--- config.mk ---
export PLATFORM = sky130hd
export DESIGN_NAME = pad_bus_ctrl
export DESIGN_NICKNAME = d
export VERILOG_FILES = /design/src/rtl/pad_bus_pkg.sv /design/src/rtl/pad_bus_arb.sv /design/src/rtl/pad_bus_ctrl.sv
export SDC_FILE = /design/constraint.sdc
export NUM_CORES = 1
export LEC_CHECK = 0
export ABC_AREA = 1
export CAP_MARGIN = 20
export CORE_UTILIZATION = 41
export CTS_CLUSTER_DIAMETER = 120
export DETAILED_ROUTE_END_ITERATION = 8
export DONT_BUFFER_PORTS = 1
export GPL_ROUTABILITY_DRIVEN = 0
export PLACE_DENSITY_LB_ADDON = 0.2
export SLEW_MARGIN = 30
export SYNTH_ARGS = -nofsm -noshare
export SYNTH_HDL_FRONTEND = slang
export SYNTH_SLANG_ARGS = --single-unit
--- constraint.sdc ---
create_clock -name CLK -period 1.4 [get_ports CLK]
set_input_delay 0.28 -clock CLK [delete_from_list [all_inputs] [get_ports CLK]]
set_output_delay 0.28 -clock CLK [all_outputs]
set_load 0.03 [all_outputs]
--- src/rtl/pad_bus_pkg.sv ---
// Shared types and default constants for the pad bus controller.
// Holds the FSM state enum, default parameter values and the phase-counter helper.
package pad_bus_pkg;

    typedef enum logic [1:0] {
        IDLE   = 2'd0,
        DRIVE  = 2'd1,
        SAMPLE = 2'd2,
        TURN   = 2'd3
    } pb_state_e;

    localparam int unsigned PB_W_DEF          = 8;
    localparam int unsigned PB_DRIVE_CYC_DEF  = 2;
    localparam int unsigned PB_TURN_CYC_DEF   = 1;
    localparam int unsigned PB_SETTLE_CYC_DEF = 2;
    localparam int unsigned PB_CNT_W          = 4;

    typedef logic [PB_CNT_W-1:0] pb_cnt_t;

    // A phase of n cycles loads n-1 so the phase ends on the cycle the counter reads 0.
    function automatic pb_cnt_t cnt_load(input int unsigned n);
        return (n == 0) ? '0 : pb_cnt_t'(n - 1);
    endfunction

endpackage

--- src/rtl/pad_bus_arb.sv ---
// Two-way round-robin arbiter between the write and read requesters.
// Grants only while enabled; the last-served pointer resets to favour the write side.
module pad_bus_arb (
    input  logic i_clk,
    input  logic i_rst_n,
    input  logic i_en,
    input  logic i_wr_req,
    input  logic i_rd_req,
    output logic o_wr_gnt,
    output logic o_rd_gnt
);

    logic r_last_rd;
    logic w_wr_gnt;
    logic w_rd_gnt;

    // On contention the side not served last wins; r_last_rd=1 hands the tie to write.
    assign w_wr_gnt = i_en & i_wr_req & (~i_rd_req | r_last_rd);
    assign w_rd_gnt = i_en & i_rd_req & ~w_wr_gnt;

    assign o_wr_gnt = w_wr_gnt;
    assign o_rd_gnt = w_rd_gnt;

    always_ff @(posedge i_clk or negedge i_rst_n) begin
        if (!i_rst_n) begin
            r_last_rd <= 1'b1;
        end else if (w_wr_gnt) begin
            r_last_rd <= 1'b0;
        end else if (w_rd_gnt) begin
            r_last_rd <= 1'b1;
        end
    end

endmodule

--- src/rtl/pad_bus_ctrl.sv ---
// Bidirectional pad bank controller: arbitrates write/read requests, drives DO/OEN
// for writes, samples DI after a settle window for reads, and enforces bus turnaround.
module pad_bus_ctrl
    import pad_bus_pkg::*;
#(
    parameter int unsigned W          = PB_W_DEF,
    parameter int unsigned DRIVE_CYC  = PB_DRIVE_CYC_DEF,
    parameter int unsigned TURN_CYC   = PB_TURN_CYC_DEF,
    parameter int unsigned SETTLE_CYC = PB_SETTLE_CYC_DEF
) (
    input  logic         CLK,
    input  logic         RST_N,
    input  logic         wr_req,
    input  logic [W-1:0] wr_data,
    output logic         wr_gnt,
    output logic         wr_done,
    input  logic         rd_req,
    output logic         rd_gnt,
    output logic [W-1:0] rd_data,
    output logic         rd_valid,
    output logic         busy,
    output logic [W-1:0] DO,
    output logic         OEN,
    input  logic [W-1:0] DI
);

    pb_state_e    r_state;
    pb_state_e    w_state_nxt;
    pb_cnt_t      r_cnt;
    pb_cnt_t      w_cnt_nxt;
    logic         r_oen;
    logic         w_oen_nxt;
    logic         r_wr_done;
    logic         w_wr_done_nxt;
    logic         r_rd_valid;
    logic         w_rd_cap;
    logic [W-1:0] r_do;
    logic [W-1:0] r_rd_data;
    logic         w_arb_en;
    logic         w_wr_gnt;
    logic         w_rd_gnt;

    // Grants are combinational, so gate them with reset to keep them low while held.
    assign w_arb_en = (r_state == IDLE) & RST_N;

    pad_bus_arb u_arb (
        .i_clk    (CLK),
        .i_rst_n  (RST_N),
        .i_en     (w_arb_en),
        .i_wr_req (wr_req),
        .i_rd_req (rd_req),
        .o_wr_gnt (w_wr_gnt),
        .o_rd_gnt (w_rd_gnt)
    );

    always_comb begin
        w_state_nxt   = r_state;
        w_cnt_nxt     = r_cnt;
        w_oen_nxt     = 1'b0;
        w_wr_done_nxt = 1'b0;
        w_rd_cap      = 1'b0;
        case (r_state)
            IDLE: begin
                if (w_wr_gnt) begin
                    w_state_nxt = DRIVE;
                    w_cnt_nxt   = cnt_load(DRIVE_CYC);
                    w_oen_nxt   = 1'b1;
                end else if (w_rd_gnt) begin
                    w_state_nxt = SAMPLE;
                    w_cnt_nxt   = cnt_load(SETTLE_CYC);
                end
            end
            DRIVE: begin
                if (r_cnt == '0) begin
                    w_wr_done_nxt = 1'b1;
                    if (TURN_CYC == 0) begin
                        w_state_nxt = IDLE;
                    end else begin
                        w_state_nxt = TURN;
                        w_cnt_nxt   = cnt_load(TURN_CYC);
                    end
                end else begin
                    w_cnt_nxt = r_cnt - 1'b1;
                    w_oen_nxt = 1'b1;
                end
            end
            SAMPLE: begin
                if (r_cnt == '0) begin
                    w_rd_cap = 1'b1;
                    if (TURN_CYC == 0) begin
                        w_state_nxt = IDLE;
                    end else begin
                        w_state_nxt = TURN;
                        w_cnt_nxt   = cnt_load(TURN_CYC);
                    end
                end else begin
                    w_cnt_nxt = r_cnt - 1'b1;
                end
            end
            TURN: begin
                if (r_cnt == '0) begin
                    w_state_nxt = IDLE;
                end else begin
                    w_cnt_nxt = r_cnt - 1'b1;
                end
            end
            default: begin
                w_state_nxt = IDLE;
            end
        endcase
    end

    // OEN is registered so it tracks DRIVE exactly and drops asynchronously on reset.
    always_ff @(posedge CLK or negedge RST_N) begin
        if (!RST_N) begin
            r_state    <= IDLE;
            r_cnt      <= '0;
            r_oen      <= 1'b0;
            r_wr_done  <= 1'b0;
            r_rd_valid <= 1'b0;
            r_do       <= '0;
            r_rd_data  <= '0;
        end else begin
            r_state    <= w_state_nxt;
            r_cnt      <= w_cnt_nxt;
            r_oen      <= w_oen_nxt;
            r_wr_done  <= w_wr_done_nxt;
            r_rd_valid <= w_rd_cap;
            if (w_wr_gnt) begin
                r_do <= wr_data;
            end
            if (w_rd_cap) begin
                r_rd_data <= DI;
            end
        end
    end

    assign wr_gnt   = w_wr_gnt;
    assign rd_gnt   = w_rd_gnt;
    assign wr_done  = r_wr_done;
    assign rd_valid = r_rd_valid;
    assign rd_data  = r_rd_data;
    assign DO       = r_do;
    assign OEN      = r_oen;
    assign busy     = (r_state != IDLE);

endmodule

Word-level counts from Yosys, hierarchy flattened
Index checks and enable logic that the tools add are counted.
{"block": "word_totals", "register_bits": 26, "output_inout_bits": 22}
{"block": "op_classes", "add_sub_neg": 1, "n_eq_ne": 7, "mux": 18, "n_bitwise": 8, "reduce_logical": 7}
{"operator": "$mux 4", "n": 4}
{"operator": "$pmux 4 s3", "n": 1}
{"operator": "$mux 2", "n": 4}
{"operator": "$mux 1", "n": 7}
{"operator": "$pmux 2 s3", "n": 1}
{"operator": "$and 1x1->1", "n": 5}
{"operator": "$eq 2x2->1 const B", "n": 2}
{"operator": "$logic_not 4->1", "n": 1}
{"operator": "$ne 2x2->1 const B", "n": 2}
{"operator": "$reduce_bool 2->1", "n": 2}
{"operator": "$sub 4x1->4 const B", "n": 1}
{"operator": "$ne 3x2->1 const B", "n": 1}
{"operator": "$reduce_and 3->1", "n": 1}
{"operator": "$eq 2x1->1 const B", "n": 1}
{"operator": "$logic_not 2->1", "n": 1}
{"operator": "$ne 2x1->1 const B", "n": 1}
{"operator": "$not 1->1", "n": 2}
{"operator": "$pmux 1 s2", "n": 1}
{"operator": "$reduce_and 2->1", "n": 1}
{"operator": "$reduce_or 2->1", "n": 1}
{"operator": "$or 1x1->1", "n": 1}

Logic depth before layout (Yosys ltp)
{"block": "logic_depth", "word_depth": 9, "depth_mapped": 9, "mapped_depth_nobuf": 9}

Cells and area by module
A second synthesis with hierarchy kept.
{"block": "unflattened", "hier_cells": 151, "hier_area_um2": 1246.2}
{"mod": "pad_bus_ctrl", "n_inst": 1, "cells_per_inst": 139, "area_per_inst_um2": 1172.4}
{"mod": "pad_bus_arb", "n_inst": 1, "cells_per_inst": 12, "area_per_inst_um2": 73.8}

Least setup slack after synthesis
OpenSTA, ideal clock, no wires.
{"block": "synth_timing", "path_kind": "register to output", "start": "register r_state[0]", "end": "output rd_gnt", "arrival_ns": 1.475, "slack_ns": -0.355, "stages_incl_launch_ff": 9, "cell_sequence": "dfrtp_1 -> inv_1 -> ha_1 -> nand2_1 -> nor2_2 -> nand2_2 -> inv_2 -> buf_6 -> nor2_1"}
{"block": "synth_between", "elab_chain_cells": 6}
{"element": "start, declared", "line": "pad_bus_ctrl.sv:27", "source": "pb_state_e r_state;"}
{"element": "start signal, assigned", "line": "pad_bus_ctrl.sv:124", "source": "r_state <= w_state_nxt;"}
{"element": "$logic_not 2->1", "line": "pad_bus_ctrl.sv:44", "source": "assign w_arb_en = (r_state == IDLE) & RST_N;"}
{"element": "$and 1x1->1", "line": "pad_bus_ctrl.sv:44"}
{"element": "$and 1x1->1 (2 in series)", "line": "pad_bus_arb.sv:18", "source": "assign w_wr_gnt = i_en & i_wr_req & (~i_rd_req | r_last_rd);"}
{"element": "named net wr_gnt", "line": "pad_bus_ctrl.sv:15", "source": "output logic wr_gnt,"}
{"element": "$not 1->1", "line": "pad_bus_arb.sv:19", "source": "assign w_rd_gnt = i_en & i_rd_req & ~w_wr_gnt;"}
{"element": "$and 1x1->1", "line": "pad_bus_arb.sv:19"}
{"element": "end, declared", "line": "pad_bus_ctrl.sv:18", "source": "output logic rd_gnt,"}
The timed path passes the listed nets, and every way through them passes these cells.

Worst setup path in the final report
{"block": "layout_timing", "start": "register r_state[0]", "end": "output wr_gnt"}
{"block": "layout_between", "elab_chain_cells": 4}
{"element": "$logic_not 2->1", "line": "pad_bus_ctrl.sv:44"}
{"element": "$and 1x1->1", "line": "pad_bus_ctrl.sv:44"}
{"element": "$and 1x1->1 (2 in series)", "line": "pad_bus_arb.sv:18"}
{"element": "end, declared", "line": "pad_bus_ctrl.sv:15"}
Every way passes these cells.

==> key figures <==
Worst hold path
  • HP Start: wr_data[6]
  • Worst Hold Depth: 2
  • Hold WC Path Type: input port to register
  • Hold-critical path endpoint: DO[6]$_DFFE_PN0N_

Die
  • Initial Util: 0.4443
  • DIE WIDTH: between 50 and 60 µm
  • Die Y: 57.60 µm
  • Core area: 2853 µm²
  • Row count: 19
  • I/O pin total: 42
  • Die area: 3318 µm²

Layout
  • Nets: 201
  • Layout cell share with drive strength beyond 1: 0.2644
  • Post-Route Utilization: 0.5461
  • Ant diodes: 0
  • Syn-to-layout area delta: 22.90%
  • Non-Filler Instances: just over 200

Pwr
  • Power Density: 2691 nW/µm²
  • Max VDD drop: between 1.5 and 2 mV
  • Tot Pwr: 4.192 mW
  • Leak pwr: 0.8225 nW

Yosys
  • Yosys top cell by area: dfrtp_1
  • Post-synthesis cell type count: 18
  • Most frequent cell after synthesis: nand2_1
  • Syn. warnings: 0
  • #FFs+latches synth: 26
  • Syn avg cell area: 8.125 µm²
  • Syn Nets: 182
  • Number of synthesized flops with an enable pin: 0
  • Sequential-to-total area share from yosys stat: 0.5143
  • Post-synth top area share: 0.4936
  • Mapped Cells: 156
  • Synth top cells by count: nand2_1 (72), dfrtp_1 (25), inv_1 (16), nor2_1 (8), nand3_1 (7)
  • Synth top area cells: dfrtp_1 (49%), nand2_1 (21%), ha_1 (5.9%)
  • Asr flop ratio synth: 1.000
  • Mapped cell area: 1267 µm²
  • Main synth FF type: dfrtp_1

Place
  • Post-Place Cells: between 150 and 200
  • Post-detail-place hpwl: roughly 1800 µm
  • Worst slack at placement: 0.03044 ns
  • IO buf count: 0

Route
  • Routed vias: 1005
  • Vias/cell: about 4.9
  • DR WL/cell: 13.00 µm
  • Residual DRC: 4
  • Final wirelength: about 2700 µm
  • First drt pass iteration count: 6
  • Antenna Nets Post-Route: 0
  • First DRT Iteration DRCs: 34

CTS
  • Clock buffer depth: 2
  • Total CTS buffers: 3
  • Clk sinks: 26
  • CTS tree: yes
  • Root Driver: clkbuf_4
  • Clk Latency, worst-skew pair: 0.33 ns
  • H-tree levels: 1
  • Reg clk slew, reported paths: roughly 0.14 ns

Critical path
  • Critical path class: register to output port
  • Worst EP required: 1.12 ns
  • Crit end category: output port
  • Worst r2r path cells: 8
  • R2r setup slk: ~0.04 ns
  • FF-to-FF End: r_state[0]$_DFFE_PN0P_
  • Startpoint types: register
  • FF-to-FF Start: r_state[0]$_DFFE_PN0P_
  • Critical path fanouts, max: 3
  • Crit path arrival time: roughly 1.4 ns

Global routing
  • First-pass GRT wire length: a little under 4000 µm
  • Vias in the first global route: 956
  • Initial antenna violation count: 0
  • Largest net degree at the start of global routing: 27
  • Aggregate global routing overflow: 0
  • GRT Util Overall: 0.1558

Timing
  • Tcrit/Tclk final: 1.200
  • Final Hold Viols: 0
  • Max-slew violations: 0
  • Setup Skew: 0.01269 ns
  • Max-slew headroom: 0.7814
  • Final worst slack: -0.2798 ns
  • RSZ-0062 raised after global routing: yes
  • Least-Margin Pin Slew: 0.3279 ns
  • Tmin final: 1.680 ns
  • Fmax: 595.3 MHz
  • Setup Viol. Count Final: 3

Outcome
  • Failing checks: design-rule violations, negative setup slack
  • Status: finished with violations

Job
  • Max-cap violations: 0
-- layout make-up --
class | count | area (µm²)
clock buffers | 4 | 36.28
inverters | 19 | 82.58
multi-input cells | 110 | 608.1
flip-flops and latches | 26 | 651.9
fillers | 280 | 1295
repair buffers | 15 | 140.1
well taps | 31 | 38.79
-- cells in the final DEF, fill, tap and decap left out, types with 4 or more instances in the layout --
cell,count
nor2_1,6
inv_1,12
dfrtp_1,25
nand3_1,4
nand2_1,71
buf_4,12
nand2_2,4
-- logic make-up (layout without fill, tap and decap cells) --
family                   count (synthesis)  count (layout)  synth area share
AND/OR/NAND/NOR                         94              95            0.3060
adder cells (fa/ha/maj)                  6               6           0.05923
flip-flops                              26              26            0.5143
buffers and inverters                   21              38           0.07602
AO/OA/AOI/OAI                            9               9           0.04442
-- flip-flops by register name (all words and copies together), names as in the netlist --
register	cells
DO	8
OEN	1
r_cnt	4
r_state	2
rd_data	8
rd_valid	1
u_arb.r_last_rd	1
wr_done	1
-- worst max-delay path, stage by stage, from the launching register on --
cell     delay [ns]
dfrtp_1        0.43
inv_2          0.09
ha_4           0.15
nand2_2        0.05
nor2_2         0.08
nand2_2        0.08
inv_4          0.09
buf_12         0.12
-- report_power, final --
group | leakage, nW | switching [mW] | internal, mW
combinational | 0.475 | 1.16 | 0.829
clock | 0.0210 | 0.221 | 0.159
sequential | 0.326 | 0.726 | 1.10
total | 0.823 | 2.11 | 2.08
-- metal layers --
metal / wire length (µm) / GRT usage / up-vias
li1: - / - / 509
met1: 1123 / 0.1837 / 460
met2: 1321 / 0.2807 / 32
met3: 189 / 0.03855 / 4
met4: 30 / 0.04181 / 0
met5: 0 / 0 / -
-- stage by stage --
step,hold WS (ns),TNS (ns),cell area [µm²]
final,0.04981,-0.7424,1558
after CTS,0.04071,-0.6641,1485
after global routing,0.03960,-1.009,1558
after detailed placement,-0.01487,0,1371
after floorplan,-0.01559,-0.05511,1294
after global placement,-0.01447,0,1371
-- repair_timing --
action | 4_1_cts | 5_1_grt
buffers inserted | 5 | 4
resized for setup | 3 | 15
endpoints found under the hold margin | 26 | 0
gates cloned | 0 | 1
endpoints found under the setup margin | 3 | 22
pin swaps | 3 | 4
hold buffers | 2 | 0
-- worst max path at each step --
stage	from	endpoint	slack (ns)	cells after the start
3_5_place_dp	r_state[0]$_DFFE_PN0P_	r_cnt[2]$_DFFE_PN0P_	0.03	9
4_1_cts	r_state[0]$_DFFE_PN0P_	wr_gnt	-0.27	7
6_report	r_state[0]$_DFFE_PN0P_	wr_gnt	-0.28	7
2_1_floorplan	r_state[0]$_DFFE_PN0P_	rd_gnt	-0.06	8
5_1_grt	r_state[0]$_DFFE_PN0P_	wr_gnt	-0.35	7
3_3_place_gp	r_state[1]$_DFFE_PN0P_	wr_gnt	0.08	7
Power figures use the tool's default switching activity.
